===== src/rtl/otter_cu_fsm_if.sv =====
// Control-unit handshake bundle: decoder-side fields in, datapath strobes out.
interface otter_cu_fsm_if;
  logic [6:0] ir6_0;
  logic [2:0] ir14_12;
  logic       intr;
  logic       csr_mie;
  logic       PCWrite;
  logic       regWrite;
  logic       memWE2;
  logic       memRDEN1;
  logic       memRDEN2;
  logic       reset;
  logic       csr_WE;
  logic       int_taken;
  logic       mret_exec;

  modport slave (
    input  ir6_0, ir14_12, intr, csr_mie,
    output PCWrite, regWrite, memWE2, memRDEN1, memRDEN2,
           reset, csr_WE, int_taken, mret_exec
  );

  modport master (
    output ir6_0, ir14_12, intr, csr_mie,
    input  PCWrite, regWrite, memWE2, memRDEN1, memRDEN2,
           reset, csr_WE, int_taken, mret_exec
  );
endinterface


===== src/rtl/otter_cu_fsm.sv =====
// OTTER multi-cycle sequencer: decides the cycle in which PC, regfile, data
// memory and CSRs are written, and latches/services external interrupts.
module otter_cu_fsm #(
  parameter int unsigned MEM_LAT = 1
) (
  input  logic          CLK,
  input  logic          RST,
  otter_cu_fsm_if.slave bus
);
  localparam int unsigned CNT_W = 3;

  localparam logic [6:0] OP_R      = 7'b0110011;
  localparam logic [6:0] OP_I      = 7'b0010011;
  localparam logic [6:0] OP_LUI    = 7'b0110111;
  localparam logic [6:0] OP_AUIPC  = 7'b0010111;
  localparam logic [6:0] OP_JAL    = 7'b1101111;
  localparam logic [6:0] OP_JALR   = 7'b1100111;
  localparam logic [6:0] OP_BRANCH = 7'b1100011;
  localparam logic [6:0] OP_STORE  = 7'b0100011;
  localparam logic [6:0] OP_LOAD   = 7'b0000011;
  localparam logic [6:0] OP_SYS    = 7'b1110011;

  typedef enum logic [2:0] {INIT, FETCH, EXEC, WB, INTR} state_t;

  state_t           state, state_nx;
  logic [CNT_W-1:0] cnt, cnt_nx;
  logic             intr_pend, pend_nx;
  logic             intr_take;

  logic pc_we, rf_we, dm_we, im_rd, dm_rd, dp_rst, csr_we, int_tk, mret;

  // Pulses are captured here; servicing the trap drops the request.
  assign pend_nx   = (state == INTR) ? 1'b0 : (intr_pend | bus.intr);
  assign intr_take = (intr_pend | bus.intr) & bus.csr_mie;

  always_ff @(posedge CLK) begin
    if (RST) begin
      state     <= INIT;
      cnt       <= '0;
      intr_pend <= 1'b0;
    end else begin
      state     <= state_nx;
      cnt       <= cnt_nx;
      intr_pend <= pend_nx;
    end
  end

  always_comb begin
    state_nx = state;
    cnt_nx   = cnt;
    pc_we    = 1'b0;
    rf_we    = 1'b0;
    dm_we    = 1'b0;
    im_rd    = 1'b0;
    dm_rd    = 1'b0;
    dp_rst   = 1'b0;
    csr_we   = 1'b0;
    int_tk   = 1'b0;
    mret     = 1'b0;

    case (state)
      INIT: begin
        dp_rst   = 1'b1;
        state_nx = FETCH;
      end
      FETCH: begin
        im_rd    = 1'b1;
        state_nx = EXEC;
      end
      EXEC: begin
        state_nx = intr_take ? INTR : FETCH;
        case (bus.ir6_0)
          OP_R, OP_I, OP_LUI, OP_AUIPC, OP_JAL, OP_JALR: begin
            pc_we = 1'b1;
            rf_we = 1'b1;
          end
          OP_STORE: begin
            pc_we = 1'b1;
            dm_we = 1'b1;
          end
          OP_LOAD: begin
            dm_rd    = 1'b1;
            cnt_nx   = CNT_W'(MEM_LAT - 1);
            state_nx = WB;
          end
          OP_SYS: begin
            pc_we = 1'b1;
            case (bus.ir14_12)
              3'b000:                 mret = 1'b1;
              3'b001, 3'b010, 3'b011: begin
                rf_we  = 1'b1;
                csr_we = 1'b1;
              end
              default: ;
            endcase
          end
          default: pc_we = 1'b1;
        endcase
      end
      WB: begin
        if (cnt != '0) begin
          cnt_nx = cnt - CNT_W'(1);
        end else begin
          pc_we    = 1'b1;
          rf_we    = 1'b1;
          state_nx = intr_take ? INTR : FETCH;
        end
      end
      INTR: begin
        int_tk   = 1'b1;
        pc_we    = 1'b1;
        state_nx = FETCH;
      end
      default: state_nx = INIT;
    endcase

    // A reset landing mid-instruction must not commit any architectural write.
    if (RST) begin
      pc_we  = 1'b0;
      rf_we  = 1'b0;
      dm_we  = 1'b0;
      dm_rd  = 1'b0;
      csr_we = 1'b0;
    end
  end

  assign bus.PCWrite   = pc_we;
  assign bus.regWrite  = rf_we;
  assign bus.memWE2    = dm_we;
  assign bus.memRDEN1  = im_rd;
  assign bus.memRDEN2  = dm_rd;
  assign bus.reset     = dp_rst;
  assign bus.csr_WE    = csr_we;
  assign bus.int_taken = int_tk;
  assign bus.mret_exec = mret;
endmodule


===== src/flat_wrapper.sv =====
// flat-port wrapper written by rule: the top's interface ports become plain ports
module otter_cu_fsm_flat 
#(
  parameter int unsigned MEM_LAT = 1
)
  (CLK, RST, bus_ir6_0, bus_ir14_12, bus_intr, bus_csr_mie, bus_PCWrite, bus_regWrite, bus_memWE2, bus_memRDEN1, bus_memRDEN2, bus_reset, bus_csr_WE, bus_int_taken, bus_mret_exec);
  otter_cu_fsm_if bus_i ();
  input  logic CLK;
  input  logic RST;
  input wire logic [$bits(bus_i.ir6_0)-1:0] bus_ir6_0;
  input wire logic [$bits(bus_i.ir14_12)-1:0] bus_ir14_12;
  input wire logic [$bits(bus_i.intr)-1:0] bus_intr;
  input wire logic [$bits(bus_i.csr_mie)-1:0] bus_csr_mie;
  output wire logic [$bits(bus_i.PCWrite)-1:0] bus_PCWrite;
  output wire logic [$bits(bus_i.regWrite)-1:0] bus_regWrite;
  output wire logic [$bits(bus_i.memWE2)-1:0] bus_memWE2;
  output wire logic [$bits(bus_i.memRDEN1)-1:0] bus_memRDEN1;
  output wire logic [$bits(bus_i.memRDEN2)-1:0] bus_memRDEN2;
  output wire logic [$bits(bus_i.reset)-1:0] bus_reset;
  output wire logic [$bits(bus_i.csr_WE)-1:0] bus_csr_WE;
  output wire logic [$bits(bus_i.int_taken)-1:0] bus_int_taken;
  output wire logic [$bits(bus_i.mret_exec)-1:0] bus_mret_exec;
  assign bus_i.ir6_0 = bus_ir6_0;
  assign bus_i.ir14_12 = bus_ir14_12;
  assign bus_i.intr = bus_intr;
  assign bus_i.csr_mie = bus_csr_mie;
  assign bus_PCWrite = bus_i.PCWrite;
  assign bus_regWrite = bus_i.regWrite;
  assign bus_memWE2 = bus_i.memWE2;
  assign bus_memRDEN1 = bus_i.memRDEN1;
  assign bus_memRDEN2 = bus_i.memRDEN2;
  assign bus_reset = bus_i.reset;
  assign bus_csr_WE = bus_i.csr_WE;
  assign bus_int_taken = bus_i.int_taken;
  assign bus_mret_exec = bus_i.mret_exec;
  otter_cu_fsm #(.MEM_LAT(MEM_LAT)) u_core (.CLK(CLK), .RST(RST), .bus(bus_i));
endmodule

===== config.mk =====
export PLATFORM = sky130hd
export DESIGN_NAME = otter_cu_fsm_flat
export DESIGN_NICKNAME = d
export VERILOG_FILES = /design/src/rtl/otter_cu_fsm_if.sv /design/src/rtl/otter_cu_fsm.sv /design/src/flat_wrapper.sv
export SDC_FILE = /design/constraint.sdc
export NUM_CORES = 1
export LEC_CHECK = 0
export CAP_MARGIN = 20
export CORE_AREA = 3 3 40 42
export CTS_BUF_LIST = sky130_fd_sc_hd__clkbuf_2 sky130_fd_sc_hd__clkbuf_4 sky130_fd_sc_hd__clkbuf_8
export DETAILED_ROUTE_END_ITERATION = 7
export DIE_AREA = 0 0 43 45
export PLACE_DENSITY = 0.77
export SETUP_SLACK_MARGIN = 0.5
export SYNTH_ARGS = -nofsm -noshare
export SYNTH_HDL_FRONTEND = slang
export SYNTH_SLANG_ARGS = --single-unit

===== constraint.sdc =====
create_clock -name CLK -period 1.8 [get_ports CLK]
set_input_delay 0.18 -clock CLK [delete_from_list [all_inputs] [get_ports CLK]]
set_output_delay 0.18 -clock CLK [all_outputs]
set_load 0.05 [all_outputs]

# After elaboration in Yosys (flattened, before gate mapping)
# Index checks and enable logic that the tools add are counted.
[totals] regBits=7 inputBits=14 elab_cells=64 output_inout_bits=9
[classes] n_addsub=1 eq_ne=19 reduce_logical=9 n_mux=30 n_bitwise=2
[op_table] operator="$eq A7 B6 Y1 const B" n=3
[op_table] operator="$eq A7 B7 Y1 const B" n=3
[op_table] operator="$mux W1" n=20
[op_table] operator="$mux W3" n=5
[op_table] operator="$eq A7 B5 Y1 const B" n=2
[op_table] operator="$eq A3 B2 Y1 const B" n=4
[op_table] operator="$pmux W3 S4" n=1
[op_table] operator="$eq A7 B2 Y1 const B" n=1
[op_table] operator="$eq A3 B1 Y1 const B" n=2
[op_table] operator="$logic_not A3 Y1" n=2
[op_table] operator="$pmux W3 S2" n=1
[op_table] operator="$reduce_or A6 Y1" n=1
[op_table] operator="$ne A2 B2 Y1 const B" n=2
[op_table] operator="$pmux W1 S2" n=2
[op_table] operator="$reduce_or A2 Y1" n=2
[op_table] operator="$eq A3 B3 Y1 const B" n=1
[op_table] operator="$pmux W1 S3" n=1
[op_table] operator="$reduce_and A3 Y1" n=1
[op_table] operator="$reduce_bool A3 Y1" n=1
[op_table] operator="$reduce_or A3 Y1" n=1
[op_table] operator="$sub A3 B1 Y3 const B" n=1
[op_table] operator="$ne A2 B1 Y1 const B" n=1
[op_table] operator="$reduce_bool A2 Y1" n=1
[op_table] operator="$and A1 B1 Y1" n=1
[op_table] operator="$or A1 B1 Y1" n=1

# Logic depth before layout (Yosys ltp)
[logic_depth] ltp_word=6 mapped_depth=7 depth_no_buf=7

# Worst setup path before layout
# OpenSTA, ideal clock, no wires.
[synth_timing] kind="register to output" startpoint="register u_core.state[0]" endpoint="output port bus_regWrite" t_arrival_ps=2414 slack_ps=-794 stages_incl_launch_ff=5 n_path_buf=0 path_cell_list="dfxtp_1 > or3_4 > or4b_4 > nor3_2 > or3_1"
[synth_via] elab_chain_len=3 word_cells_on_any_way=4 classes_between="2 x eq/ne; 2 x mux"
[synth_lines] element="start, declared" line_no="otter_cu_fsm.sv:25" rtl="state_t state, state_nx;"
[synth_lines] element="start signal, assigned" line_no="otter_cu_fsm.sv:42" rtl="state <= state_nx;"
[synth_lines] element="$eq A3 B2 Y1" line_no="otter_cu_fsm.sv:61" rtl="case (state)"
[synth_lines] element="$pmux W1 S2 *" line_no="otter_cu_fsm.sv:61"
[synth_lines] element="$mux W1 *" line_no="otter_cu_fsm.sv:118" rtl="if (RST) begin"
[synth_lines] element="end, declared" line_no="flat_wrapper.sv:15" rtl="output wire logic [$bits(bus_i.regWrite)-1:0] bus_regWrite;"
# Mark *: on every way between the ends. The rest lies on a longest branch, timed or not.

# Worst setup path after layout
# Same ends and word-level chain as after synthesis.

==> PnR_summary.wiki <==
{| class="wikitable"
! Metric !! Value
|-
| Final net count || between 100 and 150
|-
| Pins over their slew limit || 0
|-
| Worst min-delay path class || reg2reg
|-
| Min Hold Slack || around 480 ps
|-
| Overflow left after global routing || 0
|-
| GRT Resource Usage Total || a little under a fifth
|-
| Ordered cell list for the critical path || or3_4, or4b_4, nor3_4, or3_4, buf_12
|-
| Final worst slack || -256.4 ps
|-
| Area overhead of the layout relative to synthesis || 139.4%
|-
| Type of destination of the critical path || output port
|-
| Most frequent cells in the layout || 13 x sky130_fd_sc_hd__buf_4, 11 x sky130_fd_sc_hd__clkdlybuf4s50_1, 8 x sky130_fd_sc_hd__buf_6
|-
| Sinks on the clock net || 7
|-
| Die Span X || around 43 µm
|-
| Top cell type's share of synthesized area || between 30% and 40%
|-
| RSZ-0062 raised after global routing || true
|-
| Number of global-route vias before repair || between 600 and 700
|-
| Total detailed-routing wirelength || ~1.6 mm
|-
| Setup TNS || -950.9 ps
|-
| Number of H-tree levels || 1
|-
| Hold bufs inserted after CTS || 0
|-
| Number of antenna-violating nets in the routed design || 0
|-
| Post-synthesis cell type with the largest combined area || sky130_fd_sc_hd__dfxtp_1
|-
| Core area || between 1000 and 1500 µm²
|-
| Yosys Warn Count || 0
|-
| Outcome || finished with violations
|-
| Initial antenna violation count || 0
|-
| FP Rows || 13
|-
| Worst-Skew Late Latency || about 250 ps
|-
| WP data arrival || about 1900 ps
|-
| Leakage Power || about 0.00047 µW
|-
| Initial DRT Pass Iterations || 4
|-
| Slack of the worst reg-to-reg path || 0 ps
|-
| PD cells || 466.9 nW/µm²
|-
| Post-route clock period utilization || 114.2%
|-
| Actual transition at the worst max-transition pin || between 300 and 400 ps
|-
| Synthesized netlist net count || 75
|-
| Max-slew headroom at the worst pin || approximately four fifths
|-
| Place WS || -413.0 ps
|-
| Critical path launch point type || flop
|-
| TritonCTS clock tree || done
|-
| Standard cell area after detailed placement || 888.4 µm²
|-
| Worst vdd ir || 553.8 µV
|-
| DRC viols || 0
|-
| Root buffer cell || sky130_fd_sc_hd__clkbuf_4
|-
| Ratio of cells with drive above 1 in the final layout || between 50 and 60%
|-
| Cts bufs inserted || 3
|-
| Top cell by count, worst path || sky130_fd_sc_hd__or3_4
|-
| Min cycle time layout || 2056 ps
|-
| Total non-filler cell area in the finished layout || 1117 µm²
|-
| Post-synthesis cell type count || 27
|-
| Most common cell after layout, fill and taps aside || sky130_fd_sc_hd__buf_4
|-
| Post-Syn Area per Cell || 7.910 µm²
|-
| Maximum number of pins on one net before global-route repair || 7
|-
| Clock skew after layout || 3.716 ps
|-
| Setup violators final || 5
|-
| Max clock buf depth || 2
|-
| DP Wirelength || ~1.1 mm
|-
| Final hold violations || 0
|-
| Final weighted congestion in routability-driven placement || roughly 0.76
|-
| Fill cell instance count of the final layout || between 60 and 70
|-
| Floorplan die height || approximately 45 µm
|-
| Slowest cell on crit path || sky130_fd_sc_hd__or4b_4
|-
| Count of input and output buffers || 22
|-
| Top post-synthesis cells by area || sky130_fd_sc_hd__dfxtp_1 30%, sky130_fd_sc_hd__ha_1 5.4%, sky130_fd_sc_hd__inv_1 4.8%
|-
| Crit Path Category || reg2out
|-
| Crit path largest cell delay || between 500 and 600 ps
|-
| Worst Path Max Fanout || 2
|-
| Die Outline Area || between 1500 and 2000 µm²
|-
| Clock-pin slew reported for the worst setup and hold paths after clock tree synthesis || roughly 50 ps
|-
| Via Count || 620
|-
| I/O pin count || 23
|-
| Flop and latch count out of synthesis || 7
|-
| Maxcap violations || 0
|-
| Synth Instances || between 50 and 60
|-
| Initial standard-cell utilization of the core || 36.32%
|-
| Failing checks || setup timing
|-
| Timing-limited maximum frequency || just under 0.5 GHz
|-
| Worst path required time || 1620 ps
|-
| Number of antenna repair diodes || 0
|-
| First-pass GRT wire length || 2.697 mm
|-
| Synthesized area || 466.7 µm²
|-
| Violation count after the first detailed-route iteration || 10
|-
| WL per Instance || 13.81 µm
|-
| Sequential-to-total area share from yosys stat || between 30% and 40%
|-
| Vias per inst || roughly 5.2
|}
[synthesized netlist by cell type]
cell,number
sky130_fd_sc_hd__or4b_4,1
sky130_fd_sc_hd__or2_2,3
sky130_fd_sc_hd__o32ai_1,2
sky130_fd_sc_hd__a21oi_1,1
sky130_fd_sc_hd__nor2b_1,2
sky130_fd_sc_hd__o2bb2ai_1,1
sky130_fd_sc_hd__inv_1,6
sky130_fd_sc_hd__nand2b_1,1
sky130_fd_sc_hd__nand3_1,1
sky130_fd_sc_hd__o41ai_2,1
sky130_fd_sc_hd__nand2_1,5
sky130_fd_sc_hd__or3_4,1
sky130_fd_sc_hd__nor2_1,5
sky130_fd_sc_hd__a22oi_1,1
sky130_fd_sc_hd__and3_1,1
sky130_fd_sc_hd__nor3_2,1
sky130_fd_sc_hd__nor3_1,4
sky130_fd_sc_hd__a31oi_1,1
sky130_fd_sc_hd__o22ai_1,1
sky130_fd_sc_hd__dfxtp_1,7
sky130_fd_sc_hd__nor3b_1,3
sky130_fd_sc_hd__nor4_1,2
sky130_fd_sc_hd__o21ai_0,2
sky130_fd_sc_hd__nand4_1,1
sky130_fd_sc_hd__and2_1,2
sky130_fd_sc_hd__ha_1,2
sky130_fd_sc_hd__or3_1,1
[power by group]
part | switching (µW) | total, µW | internal, µW
Combinational | 93.9 | 199 | 105
Clock | 54.9 | 154 | 99.5
Sequential | 6.10 | 169 | 163
Total | 155 | 522 | 367
[metrics by stage]
| step | total power, µW | util [%] | cells |
|---|---|---|---|
| global placement | 320.3 | 69.13 | 106 |
| global route | 541.0 | 86.95 | 119 |
| floorplan | 241.6 | - | 59 |
| detailed placement | 321.9 | 69.13 | 106 |
| finish | 521.7 | 86.95 | 119 |
| CTS | 519.8 | 84.42 | 118 |
[flip-flops by register name, summed over array words and instances, names as in the netlist]
register / count
u_core.state: 3
u_core.intr_pend: 1
u_core.cnt: 3
[worst paths after layout]
path / startpoint / to / cells past startpoint
setup / recovery: u_core.state[0] / bus_regWrite / 5
hold / removal: u_core.intr_pend / u_core.intr_pend / 2
setup reg to reg: u_core.state[0] / u_core.cnt[1] / 8
hold reg to reg: u_core.intr_pend / u_core.intr_pend / 2
[repair_timing]
item	4_1_cts	5_1_grt
gates resized for setup	24	5
pin swaps	12	3
hold endpoints to repair	0	0
setup endpoints to repair	14	15
buffers inserted	8	1
[layer usage]
layer	GRT usage [%]	vias up	wire [µm]
li1	-	310	-
met1	17.23	283	593
met2	38.32	25	911
met3	2.789	2	119
met4	11.45	0	19
met5	0	-	0
[logic make-up after synthesis]
| group | synth area share, % |
|---|---|
| adders and majority gates | 5.361 |
| and+or+nand+nor | 43.16 |
| DFF | 30.03 |
| buffers and inverters | 4.825 |
| AOI/OAI and AO/OA | 16.63 |
[cell type report]
class | instances | area (µm²) | area share (%)
clock buffers | 4 | 30.03 | 2.688
inverters | 6 | 22.52 | 2.016
multi-input cells | 46 | 444.2 | 39.75
flip-flops and latches | 7 | 142.6 | 12.77
well taps | 15 | 18.77 | 1.680
repair buffers | 41 | 459.2 | 41.10
[worst max-delay path, delay by kind of cell, from the launching register on]
kind,cells,cell delay [ps]
AND/OR/NAND/NOR,4,1190
flip-flops,1,320
buffers and inverters,1,120
(Power assumes the default switching activity.)
